--- config.mk ---
export PLATFORM = sky130hd
export DESIGN_NAME = nand_data_descrambler_flat
export DESIGN_NICKNAME = d
export VERILOG_FILES = /design/src/rtl/nand_scrambler_pkg.sv /design/src/rtl/nand_data_descrambler_if.sv /design/src/rtl/scrambler_keygen.sv /design/src/rtl/nand_data_descrambler.sv /design/src/flat_wrapper.sv
export SDC_FILE = /design/constraint.sdc
export NUM_CORES = 1
export LEC_CHECK = 0
export BUFFER_PORTS_ARGS = -buffer_cell sky130_fd_sc_hd__buf_2
export CAP_MARGIN = 20
export CORE_UTILIZATION = 33
export DETAILED_ROUTE_END_ITERATION = 12
export PLACE_DENSITY = 0.51
export SLEW_MARGIN = 25
export SYNTH_ARGS = -nofsm -noshare
export SYNTH_HDL_FRONTEND = slang
export SYNTH_HIERARCHICAL = 1
export SYNTH_SLANG_ARGS = --single-unit
--- constraint.sdc ---
create_clock -name iClock -period 2.9 [get_ports iClock]
set_input_delay 0.58 -clock iClock [delete_from_list [all_inputs] [get_ports iClock]]
set_output_delay 0.58 -clock iClock [all_outputs]
set_load 0.05 [all_outputs]
--- src/rtl/nand_scrambler_pkg.sv ---
// nand_scrambler_pkg
// Shared definitions for the NAND page scrambler/descrambler pair:
//   - keystream LFSR width and feedback taps {0,4,5,6,8}
//   - seed-load feedback taps {0,4,5,6}
//   - replacement for an all-zero effective seed
//   - IDLE/RUN state encoding
//   - helper functions for LFSR load, LFSR shift and effective-seed calculation
package nand_scrambler_pkg;

    localparam int LFSR_W = 9;

    // Bit i set means state bit i feeds the XOR feedback.
    localparam logic [LFSR_W-1:0] LFSR_TAP_MASK = 9'b1_0111_0001;
    localparam logic [7:0]        SEED_TAP_MASK = 8'b0111_0001;

    // An all-zero LFSR state never leaves zero, so seed 0 is never loaded.
    localparam logic [7:0] ZERO_SEED_SUB = 8'h01;

    typedef enum logic {
        IDLE = 1'b0,
        RUN  = 1'b1
    } scramblerState_t;

    function automatic logic [LFSR_W-1:0] lfsrLoad(input logic [7:0] seed);
        return {seed, ^(seed & SEED_TAP_MASK)};
    endfunction

    function automatic logic [LFSR_W-1:0] lfsrShift(input logic [LFSR_W-1:0] s);
        return {s[7:0], ^(s & LFSR_TAP_MASK)};
    endfunction

    function automatic logic [7:0] effectiveSeed(input logic [7:0] base, input logic [7:0] idx);
        logic [7:0] sum;
        sum = base + idx;
        return (sum == 8'h00) ? ZERO_SEED_SUB : sum;
    endfunction

endpackage

--- src/rtl/nand_data_descrambler_if.sv ---
// nand_data_descrambler_if
// Byte stream bundle around the descrambler: scrambled source stream in,
// descrambled destination stream out, valid/ready on both sides.
//   iSrcData/iSrcValid/oSrcReady : NAND read-data side
//   oDstData/oDstValid/iDstReady : ECC decoder side
// Modports: slave = descrambler view, master = surrounding logic / testbench.
interface nand_data_descrambler_if;

    logic [7:0] iSrcData;
    logic       iSrcValid;
    logic       oSrcReady;
    logic [7:0] oDstData;
    logic       oDstValid;
    logic       iDstReady;

    modport slave (
        input  iSrcData, iSrcValid, iDstReady,
        output oSrcReady, oDstData, oDstValid
    );

    modport master (
        output iSrcData, iSrcValid, iDstReady,
        input  oSrcReady, oDstData, oDstValid
    );

endinterface

--- src/rtl/scrambler_keygen.sv ---
// scrambler_keygen
// Keystream generator shared by the scrambler and descrambler datapaths.
// Holds the 9-bit LFSR state; load has priority over shift.
//   iClock : rising-edge clock
//   iReset : asynchronous active-low reset (state clears to zero)
//   iLoad  : load the state from iSeed
//   iShift : advance the state by one step
//   iSeed  : effective seed (already zero-substituted by the caller)
//   oKey   : current keystream byte, S[7:0]
module scrambler_keygen
    import nand_scrambler_pkg::*;
(
    input  logic       iClock,
    input  logic       iReset,
    input  logic       iLoad,
    input  logic       iShift,
    input  logic [7:0] iSeed,
    output logic [7:0] oKey
);

    logic [LFSR_W-1:0] stateReg;

    always_ff @(posedge iClock or negedge iReset) begin
        if (!iReset) begin
            stateReg <= '0;
        end else if (iLoad) begin
            stateReg <= lfsrLoad(iSeed);
        end else if (iShift) begin
            stateReg <= lfsrShift(stateReg);
        end
    end

    assign oKey = stateReg[7:0];

endmodule

--- src/rtl/nand_data_descrambler.sv ---
// nand_data_descrambler
// Read-path descrambler: XORs the LFSR keystream off NAND page bytes, one
// byte per beat, with a single output register between source and sink.
// Optional feature macro: DESCRAMBLER_CHUNK_RESEED_EN
//   defined   : LFSR reloads at every chunk boundary with (base + chunk) mod 256
//   undefined : LFSR loads only on iSeedValid and runs across the whole page
// Ports:
//   iClock, iReset   : clock, asynchronous active-low reset
//   iSeed/iSeedValid : page base seed and one-cycle page start
//   bus              : source/destination byte streams (slave modport)
//   oChunkDone       : one-cycle pulse alongside the last byte of each chunk
//   oBusy            : running, or output register still holds a byte
module nand_data_descrambler
    import nand_scrambler_pkg::*;
#(
    parameter int CHUNK_BYTES = 512,
    parameter int CNT_W       = 12
) (
    input  logic                    iClock,
    input  logic                    iReset,
    input  logic [7:0]              iSeed,
    input  logic                    iSeedValid,
    nand_data_descrambler_if.slave  bus,
    output logic                    oChunkDone,
    output logic                    oBusy
);

    scramblerState_t stateReg, stateNext;

    logic [CNT_W-1:0] cntReg;
    logic [7:0]       dstDataReg;
    logic             dstValidReg;
    logic             chunkDoneReg;

    logic       srcReady;
    logic       accept;
    logic       lastByte;
    logic       keyLoad;
    logic       keyShift;
    logic [7:0] keySeed;
    logic [7:0] key;

    // State register
    always_ff @(posedge iClock or negedge iReset) begin
        if (!iReset) begin
            stateReg <= IDLE;
        end else begin
            stateReg <= stateNext;
        end
    end

    // Next state and source-side handshake. A page start blocks the source
    // for that cycle so the new seed always wins over a same-cycle byte.
    always_comb begin
        stateNext = stateReg;
        srcReady  = 1'b0;
        if (iSeedValid) begin
            stateNext = RUN;
        end
        if (stateReg == RUN && !iSeedValid && (!dstValidReg || bus.iDstReady)) begin
            srcReady = 1'b1;
        end
    end

    assign accept   = bus.iSrcValid && srcReady;
    assign lastByte = (cntReg == CNT_W'(CHUNK_BYTES - 1));

    // In-chunk byte counter; wraps at the chunk size in both build variants.
    always_ff @(posedge iClock or negedge iReset) begin
        if (!iReset) begin
            cntReg <= '0;
        end else if (iSeedValid) begin
            cntReg <= '0;
        end else if (accept) begin
            cntReg <= lastByte ? '0 : cntReg + 1'b1;
        end
    end

`ifdef DESCRAMBLER_CHUNK_RESEED_EN
    logic [7:0] baseReg;
    logic [7:0] idxReg;

    always_ff @(posedge iClock or negedge iReset) begin
        if (!iReset) begin
            baseReg <= 8'h00;
            idxReg  <= 8'h00;
        end else if (iSeedValid) begin
            baseReg <= iSeed;
            idxReg  <= 8'h00;
        end else if (accept && lastByte) begin
            idxReg  <= idxReg + 8'h01;
        end
    end

    // At a chunk boundary the next chunk's seed replaces the shift.
    assign keyLoad = iSeedValid || (accept && lastByte);
    assign keySeed = iSeedValid ? effectiveSeed(iSeed, 8'h00)
                                : effectiveSeed(baseReg, idxReg + 8'h01);
`else
    assign keyLoad = iSeedValid;
    assign keySeed = effectiveSeed(iSeed, 8'h00);
`endif

    assign keyShift = accept && !keyLoad;

    scrambler_keygen u_keygen (
        .iClock (iClock),
        .iReset (iReset),
        .iLoad  (keyLoad),
        .iShift (keyShift),
        .iSeed  (keySeed),
        .oKey   (key)
    );

    // Output register: loads on accept, empties when the sink takes the byte,
    // data held untouched otherwise.
    always_ff @(posedge iClock or negedge iReset) begin
        if (!iReset) begin
            dstDataReg   <= 8'h00;
            dstValidReg  <= 1'b0;
            chunkDoneReg <= 1'b0;
        end else begin
            chunkDoneReg <= accept && lastByte;
            if (accept) begin
                dstDataReg  <= bus.iSrcData ^ key;
                dstValidReg <= 1'b1;
            end else if (bus.iDstReady) begin
                dstValidReg <= 1'b0;
            end
        end
    end

    assign bus.oSrcReady = srcReady;
    assign bus.oDstData  = dstDataReg;
    assign bus.oDstValid = dstValidReg;
    assign oChunkDone    = chunkDoneReg;
    assign oBusy         = (stateReg == RUN) || dstValidReg;

endmodule

--- src/flat_wrapper.sv ---
// flat-port wrapper written by rule: the top's interface ports become plain ports
module nand_data_descrambler_flat import nand_scrambler_pkg::*;
#(
    parameter int CHUNK_BYTES = 512,
    parameter int CNT_W       = 12
)
  (iClock, iReset, iSeed, iSeedValid, oChunkDone, oBusy, bus_iSrcData, bus_iSrcValid, bus_iDstReady, bus_oSrcReady, bus_oDstData, bus_oDstValid);
  nand_data_descrambler_if bus_i ();
  input  logic iClock;
  input  logic iReset;
  input  logic [7:0] iSeed;
  input  logic iSeedValid;
  output logic oChunkDone;
  output logic oBusy;
  input wire logic [$bits(bus_i.iSrcData)-1:0] bus_iSrcData;
  input wire logic [$bits(bus_i.iSrcValid)-1:0] bus_iSrcValid;
  input wire logic [$bits(bus_i.iDstReady)-1:0] bus_iDstReady;
  output wire logic [$bits(bus_i.oSrcReady)-1:0] bus_oSrcReady;
  output wire logic [$bits(bus_i.oDstData)-1:0] bus_oDstData;
  output wire logic [$bits(bus_i.oDstValid)-1:0] bus_oDstValid;
  assign bus_i.iSrcData = bus_iSrcData;
  assign bus_i.iSrcValid = bus_iSrcValid;
  assign bus_i.iDstReady = bus_iDstReady;
  assign bus_oSrcReady = bus_i.oSrcReady;
  assign bus_oDstData = bus_i.oDstData;
  assign bus_oDstValid = bus_i.oDstValid;
  nand_data_descrambler #(.CHUNK_BYTES(CHUNK_BYTES), .CNT_W(CNT_W)) u_core (.iClock(iClock), .iReset(iReset), .iSeed(iSeed), .iSeedValid(iSeedValid), .bus(bus_i), .oChunkDone(oChunkDone), .oBusy(oBusy));
endmodule
# [Yosys cells after proc, flatten, opt, wreduce, memory -nomap -nowiden]
# Index checks and enable logic that the tools add are counted.
[classes] reduce_logical=15 n_eq_ne=1 magnitude_cmp=0 mul=0 add_sub_neg=1 div=0 bitwise_logic=1 shift=0 n_mux=9
[op_table] operator="$mux 12" count=3
[op_table] operator="$mux 9" count=2
[op_table] operator="$add 12x1->12 const B" count=1
[op_table] operator="$eq 12x9->1 const B" count=1
[op_table] operator="$reduce_xor 9->1" count=1
[op_table] operator="$logic_not 8->1" count=1
[op_table] operator="$mux 8" count=1
[op_table] operator="$reduce_xor 8->1" count=1
[op_table] operator="$xor 8x8->8" count=1
[op_table] operator="$reduce_bool 2->1" count=3
[op_table] operator="$logic_and 1x1->1" count=5
[op_table] operator="$mux 1" count=3
[op_table] operator="$logic_not 1->1" count=2
[op_table] operator="$logic_or 1x1->1" count=2
[word_totals] reg_bits=32 n_memories=0 latchBits=0 in_bits=21 word_cells=33 rom_bits=0 ram_bits=0 out_inout_bits=12

# [Logic depth before layout (Yosys ltp)]
# Gate-level depths: netlist of the first run.
[logic_depth] ltp_word=8 depth_mapped=7 ltp_nobuf=6

# [By module]
# Netlist of the first run, hierarchy kept.
[by_module_without_submodules] mod="nand_data_descrambler" area_each_um2=1213.7 seq_area_each_um2=575.6 n_inst=1 cells_each=127
[by_module_without_submodules] mod="scrambler_keygen" area_each_um2=529.3 seq_area_each_um2=225.2 n_inst=1 cells_each=55

# [Worst setup path before layout of the first run]
# OpenSTA, ideal clock, no wires.
[synth_timing] path_type="reg2reg" from="register u_core.dstValidReg, in the netlist u_core/bus.oDstValid" to="register u_core.u_keygen.stateReg[2]" arrival_time_ns=1.735 stages_incl_launch_ff=8 synth_period_minus_slack_ns=1.871 slack_ns=1.029 setup_time_ns=0.136 path_buffers=2 required_ns=2.764 path_cell_list="dfrtp_1 -> nand2b_2 -> nand4_1 -> buf_2 -> inv_1 -> buf_2 -> mux2i_1 -> o21ai_0"
[synth_between] elab_chain_cells=7
[synth_lines] element="start: declaration" line_no="nand_data_descrambler.sv:32" text="logic dstValidReg;"
[synth_lines] element="start signal: assignment" line_no="nand_data_descrambler.sv:120" text="dstValidReg <= 1'b0;"
[synth_lines] element="start signal: assignment" line_no="nand_data_descrambler.sv:126" text="dstValidReg <= 1'b1;"
[synth_lines] element="start signal: assignment" line_no="nand_data_descrambler.sv:128" text="dstValidReg <= 1'b0;"
[synth_lines] element="$logic_not 1->1" line_no="nand_data_descrambler.sv:60" text="if (stateReg == RUN && !iSeedValid && (!dstValidReg || bus.iDstReady)) begin"
[synth_lines] element="$logic_or 1x1->1" line_no="nand_data_descrambler.sv:60"
[synth_lines] element="$logic_and 1x1->1" line_no="nand_data_descrambler.sv:60"
[synth_lines] element="$mux 1" line_no="nand_data_descrambler.sv:60"
[synth_lines] element="$logic_and 1x1->1" line_no="nand_data_descrambler.sv:65" text="assign accept = bus.iSrcValid && srcReady;"
[synth_lines] element="$logic_and 1x1->1" line_no="nand_data_descrambler.sv:104" text="assign keyShift = accept && !keyLoad;"
[synth_lines] element="via u_core.keyShift" line_no="nand_data_descrambler.sv:39" text="logic keyShift;"
[synth_lines] element="$reduce_bool 2->1 (no line)"
[synth_lines] element="end signal: assignment" line_no="scrambler_keygen.sv:27" text="stateReg <= lfsrLoad(iSeed);"
[synth_lines] element="end signal: assignment" line_no="scrambler_keygen.sv:29" text="stateReg <= lfsrShift(stateReg);"
[synth_lines] element="end: declaration" line_no="scrambler_keygen.sv:21" text="logic [LFSR_W-1:0] stateReg;"
# The timed path passes the listed nets, and every way through them passes these cells.
# A chain may end at the register's enable or synchronous reset.

# [Worst setup path after layout of the first run]
[layout_timing] from="input iSeedValid" to="output bus_oSrcReady"
[layout_between] elab_chain_cells=4
[layout_lines] element="start: declaration" line_no="flat_wrapper.sv:12" text="input logic iSeedValid;"
[layout_lines] element="$logic_not 1->1" line_no="nand_data_descrambler.sv:60"
[layout_lines] element="$logic_and 1x1->1 (2 in series)" line_no="nand_data_descrambler.sv:60"
[layout_lines] element="$mux 1" line_no="nand_data_descrambler.sv:60"
[layout_lines] element="end: declaration" line_no="flat_wrapper.sv:18" text="output wire logic [$bits(bus_i.oSrcReady)-1:0] bus_oSrcReady;"
# Every way passes these cells.

==> results of run 1 <==
-- state kept, by name (all words and copies together), names as in the netlist --
name                      count
u_core/bus.oDstValid          1
u_core/u_keygen/stateReg      9
u_core/bus.oDstData           8
u_core/oChunkDone             1
u_core/cntReg                12
u_core/stateReg               1
-- placed cells by master (no fill, tap or decap), drive strengths merged, types with 3 or more instances in the layout --
| master | n |
|---|---|
| nand2 | 25 |
| a21oi | 7 |
| clkbuf | 6 |
| nand4 | 4 |
| dfrtp | 32 |
| or4 | 5 |
| nand3 | 7 |
| buf | 33 |
| o21ai | 21 |
| mux2i | 8 |
| o31ai | 5 |
| xor2 | 3 |
| nor2 | 4 |
| nor3 | 3 |
| inv | 4 |
| xnor2 | 12 |
-- worst paths after layout --
| kind | startpoint | endpoint | slack, ns |
|---|---|---|---|
| max in group asynchronous | iReset | u_core/cntReg[9]$_DFFE_PN0P_ | 2.09 |
| min in group iClock | u_core/bus.oDstData[3]$_DFFE_PN0P_ | u_core/bus.oDstData[3]$_DFFE_PN0P_ | 0.48 |
| setup reg to reg | u_core/cntReg[0]$_DFFE_PN0P_ | u_core/cntReg[4]$_DFFE_PN0P_ | 1.10 |
| hold / removal | iReset | u_core/stateReg$_DFFE_PN0P_ | 0.35 |
| setup / recovery | iSeedValid | bus_oSrcReady | 0.81 |
| hold reg to reg | u_core/bus.oDstData[3]$_DFFE_PN0P_ | u_core/bus.oDstData[3]$_DFFE_PN0P_ | 0.48 |
-- metal layers --
layer | vias up | part of all wire | GRT usage
met5 | - | 0 | 0
met4 | 0 | 0.013 | 0.0566
met3 | 5 | 0.038 | 0.0361
met2 | 32 | 0.49 | 0.222
met1 | 630 | 0.46 | 0.184
li1 | 664 | - | -
-- critical path: stages --
cell    delay (ns)
buf_2         0.35
inv_1         0.18
and3_1        0.19
buf_2         0.21
-- power by group through the flow --
stage / Sequential, mW / Combinational (mW) / Clock, mW
final: 0.527 / 0.268 / 0.314
after global routing: 0.534 / 0.294 / 0.356
after CTS: 0.529 / 0.272 / 0.333
after detailed placement: 0.536 / 0.272 / 0
after global placement: 0.535 / 0.269 / 0
after floorplan: 0.623 / 0.127 / 0
-- final cells by class --
type,instances,area (µm²)
clock inverter,1,5.00
timing repair buffer,33,168
sequential,32,801
multi-input combinational,125,815
tap,70,87.6
clock buffer,6,72.6
fill,543,3140
inverter,4,15.0
-- cell families after synthesis --
| logic type | after synthesis | synth area share |
|---|---|---|
| simple gates | 60 | 0.190 |
| flops | 32 | 0.459 |
| buf+inv | 25 | 0.0732 |
| fa+ha+maj | 1 | 0.00718 |
| compound gates | 40 | 0.142 |
| xor+xnor | 15 | 0.0754 |
| mux | 9 | 0.0524 |
-- per-stage QoR --
stage	cells	utilization	hold slack [ns]	setup slack [ns]	power, mW
global placement	264	0.369	0.461	0.807	0.805
finish	271	0.384	0.350	0.810	1.11
CTS	271	0.384	0.373	0.803	1.13
floorplan	182	-	0.284	1.03	0.750
detailed placement	264	0.369	0.469	0.784	0.808
global route	271	0.384	0.416	0.721	1.18
==> reports/results.tsv, run 1 <==
metric	value	unit
outcome	finished clean	
remaining antenna violation count	0	
placer congestion estimate	0.704	
worst hold path type	in2async	
vias in the first global route	1202	
synthesized area	1740	µm²
Max Freq	478	MHz
post-synthesis async set-or-reset flop share	1.00	
post-synthesis sequential area ratio	0.459	
R2R cell count	5	
Worst-Skew Late Latency	0.28	ns
Setup crit end kind	output pin	
skew final	0.00458	ns
vias per cell	4.91	
Cell variety after synth	39	
Seq cells post-synth	32	
static leakage	0.851	nW
Die X	74.7	µm
Arr. time, crit path	1.51	ns
die area	5580	µm²
Int Pwr	0.737	mW
Setup crit start kind	input pin	
final setup vio count	0	
IO Pins	33	
via count	1331	
postcts setup bufs	0	
Sum Neg Setup Slack	0	ns
post-synthesis cell count	182	
main flop type after synthesis	dfrtp_1	
# diodes	0	
CTS Sinks	32	
Combinational Power Share	0.242	
Max Root-Sink Buffers	2	
Max VDD drop	0.000221	V
WL final	3390	µm
root buf cell	clkbuf_8	
final HPWL from detailed placement	2420	µm
crit path max fanout	27	
drt wl/cell	12.5	µm
sequential share of power	0.475	
Iteration-0 DRC Markers	43	
fin crit period	2.09	ns
Final Instance Area	1960	µm²
sw power	0.373	mW
layout cells sized above 1	0.249	
power per cell area	565	nW/µm²
first-pass GRT wire length	5830	µm
Clock transition at path regs	0.06	ns
largest net degree at the start of global routing	33	
PostCTS Resize Cnt	0	
top cells by count, synth	32 x dfrtp_1, 24 x nand2_1, 21 x o21ai_0	
CTS tree	yes	
Worst Tran Pin Value	0.832	ns
dpl cell area	1890	µm²
RSZ-0062 raised after global routing	no	
Area Overhead vs Synth	12.6	%
post-route clock period utilization	0.721	
Slew HR	0.443	
clock share of power	0.283	
CORE AREA	5110	µm²
Sw Ratio	0.336	
gr usage total	0.140	
buffers added on ports	32	
Worst Setup Path Type	in2out	
Yosys warnings	6	
DRC Markers	0	
Die Ht	74.7	µm
num rows	26	
top cell type's share of synthesized area	0.459	
Synth Net Count	204	
MaxCap Viol Count	0	
DRT Pass-1 Iters	4	
Overflow after GRT	0	
Layout Nets	223	
Post-synth EDFFs	0	
Critical Path RT	2.32	ns
antenna violations before repair	0	
Mean Syn Cell Area	9.58	µm²
initial core utilization	0.341	
H-tree depth	2	
count leader, synth	dfrtp_1	
Hold-fix buffers, CTS	0	
fin. max-slew vios	0	
synth top area cells	dfrtp_1 46%, o21ai_0 6.0%, xnor2_1 6.0%, nand2_1 5.2%, mux2i_1 4.6%	
leading area contributor after synthesis	dfrtp_1	
total CTS buffers	5	
Hold Fails Final Rpt	0	
(Power assumes the default switching activity.)
==> run 2, diff against run 1 <==
- clock period: 2.9 -> 2 ns (I/O delays scaled with it)
==> reports/results.tsv, run 2 (same netlist as run 1, synthesis figures left out) <==
metric	value	unit	change
crit path max fanout	6		-78%
final worst slack	0.228	ns	-0.582 ns
via count	1331		unchanged
grt peak-use layer	met2		
power per cell area	899	nW/µm²	+59%
clock share of power	0.370		+0.087
fin. max-slew vios	0		unchanged
root buf cell	clkbuf_8		
antenna violations before repair	0		unchanged
Final Instance Area	2050	µm²	+4.3%
post-route clock period utilization	0.886		
remaining antenna violation count	0		unchanged
vias in the first global route	1231		+2.4%
Die X	74.7	µm	unchanged
postcts setup bufs	0		unchanged
total CTS buffers	5		unchanged
Max VDD drop	0.000262	V	+19%
filler instances	506		-6.8%
Int Pwr	1.28	mW	+74%
final setup vio count	0		unchanged
largest register by flop count	u_core/cntReg		
Iteration-0 DRC Markers	46		+7.0%
static leakage	0.893	nW	+4.9%
Area Overhead vs Synth	17.4	%	
Critical Path RT	2.15	ns	-0.17 ns
Arr. time, crit path	1.93	ns	+0.42 ns
Worst Tran Pin Value	0.712	ns	-0.119 ns
commonest non-fill, non-tap cells in the layout	32 x buf_2, 32 x dfrtp_1, 24 x nand2_1		
IO Pins	33		unchanged
Combinational Power Share	0.216		-0.026
PostCTS Resize Cnt	0		unchanged
fin crit period	1.77	ns	
met1 usage	0.183		-0.000846
placer congestion estimate	0.744		+5.7%
final HPWL from detailed placement	2430	µm	+0.26%
Fin Hold WS	0.155	ns	-0.195 ns
Max stage delay on crit path	0.48	ns	+0.13 ns
Worst-Skew Late Latency	0.29	ns	about the same
CTS Sinks	32		unchanged
DRT Pass-1 Iters	4		unchanged
RSZ-0062 raised after global routing	no		
Sum Neg Setup Slack	0	ns	unchanged
Hold Fails Final Rpt	0		unchanged
Max Freq	564	MHz	
layout cells sized above 1	0.268		+0.0195
Hold-fix buffers, CTS	0		unchanged
gr usage total	0.143		+0.00256
die area	5580	µm²	unchanged
Slew HR	0.525		+0.0822
Layout Nets	226		+1.3%
post-place setup slack	0.243	ns	-0.541 ns
initial core utilization	0.341		unchanged
multi-input logic area	815	µm²	unchanged
drt wl/cell	12.4	µm	-0.61%
Die Ht	74.7	µm	unchanged
max FFs per register	12		unchanged
Setup crit start kind	flop		
Clock transition at path regs	0.07	ns	about the same
CTS tree	yes		
largest net degree at the start of global routing	33		unchanged
sw power	0.561	mW	+51%
worst hold path type	in2async		
slowest stage cell, crit path	or4_4		
Sw Ratio	0.305		-0.0308
# diodes	0		unchanged
vias per cell	4.84		-1.5%
first-pass GRT wire length	5820	µm	-0.24%
DRC Markers	0		unchanged
skew final	0.0112	ns	+0.00666 ns
dpl cell area	1920	µm²	+1.9%
met2 usage	0.223		+0.00100
outcome	finished clean		
Setup crit end kind	flop		
CORE AREA	5110	µm²	unchanged
Overflow after GRT	0		unchanged
H-tree depth	2		unchanged
met3 GRT Util	0.0482		+0.0120
cells along the critical path	ha_1, nand2_2, or4_4, o31ai_4, a21oi_1		
buffers added on ports	32		unchanged
MaxCap Viol Count	0		unchanged
register area	801	µm²	unchanged
num rows	26		unchanged
WL final	3420	µm	+0.86%
Worst Setup Path Type	reg2reg		
sequential share of power	0.413		-0.062
Max Root-Sink Buffers	2		unchanged
==> run 2: cell count changes in the layout (fill, tap and decap cells not counted) <==
cell       before  now
buf_12          0    1
clkbuf_1        1    0
buf_4           1    3
clkbuf_8        5    7
clkinv_2        1    0
bufinv_16       0    1
==> run 2: final timing paths <==
kind,startpoint,to,slack (ns),cells past startpoint
worst max register to register,u_core/cntReg[0]$_DFFE_PN0P_,u_core/cntReg[5]$_DFFE_PN0P_,0.23,5
worst max-delay path,u_core/cntReg[0]$_DFFE_PN0P_,u_core/cntReg[5]$_DFFE_PN0P_,0.23,5
max in group asynchronous,iReset,u_core/cntReg[8]$_DFFE_PN0P_,1.37,1
worst min-delay path,iReset,u_core/bus.oDstValid$_DFFE_PN0P_,0.16,1
min in group iClock,iSeedValid,u_core/cntReg[2]$_DFFE_PN0P_,0.31,2
worst min register to register,u_core/bus.oDstData[5]$_DFFE_PN0P_,u_core/bus.oDstData[5]$_DFFE_PN0P_,0.48,2
==> run 2: power by group through the flow <==
stage                     logic, mW  clock network, mW  registers [mW]
final                         0.398              0.682           0.761
after global placement        0.402                  0           0.774
after global routing          0.439              0.741           0.771
after CTS                     0.403              0.702           0.763
after floorplan               0.184                  0           0.904
after detailed placement      0.403                  0           0.775
==> run 2: area by class of cell <==
| cell class | instances | area share |
|---|---|---|
| multi-input cells | 125 | 0.398 |
| flip-flops and latches | 32 | 0.391 |
| repair buffers | 36 | 0.0990 |
| clock buffers | 7 | 0.0471 |
| well taps | 70 | 0.0428 |
| clock inverters | 1 | 0.0147 |
| inverters | 4 | 0.00733 |
==> run 2: metrics by stage <==
step                 util  power (mW)  std cells
finish              0.401        1.84        275
global route        0.401        1.95        275
CTS                 0.401        1.87        275
detailed placement  0.376        1.18        267
global placement    0.376        1.18        267
floorplan               -        1.09        182
==> run 2: worst max-delay path, delay by kind of cell, from the launching register on <==
family,cells,cell delay [ns]
adder cells (fa/ha/maj),1,0.23
AND/OR/NAND/NOR,2,0.59
flip-flops,1,0.41
AO/OA/AOI/OAI,2,0.41
==> run 2: routing by layer <==
| metal | vias to the layer above | wire length [µm] | part of all wire |
|---|---|---|---|
| li1 | 676 | - | - |
| met1 | 619 | 1580 | 0.46 |
| met2 | 31 | 1640 | 0.48 |
| met3 | 5 | 146 | 0.043 |
| met4 | 0 | 53 | 0.016 |
| met5 | - | 0 | 0 |
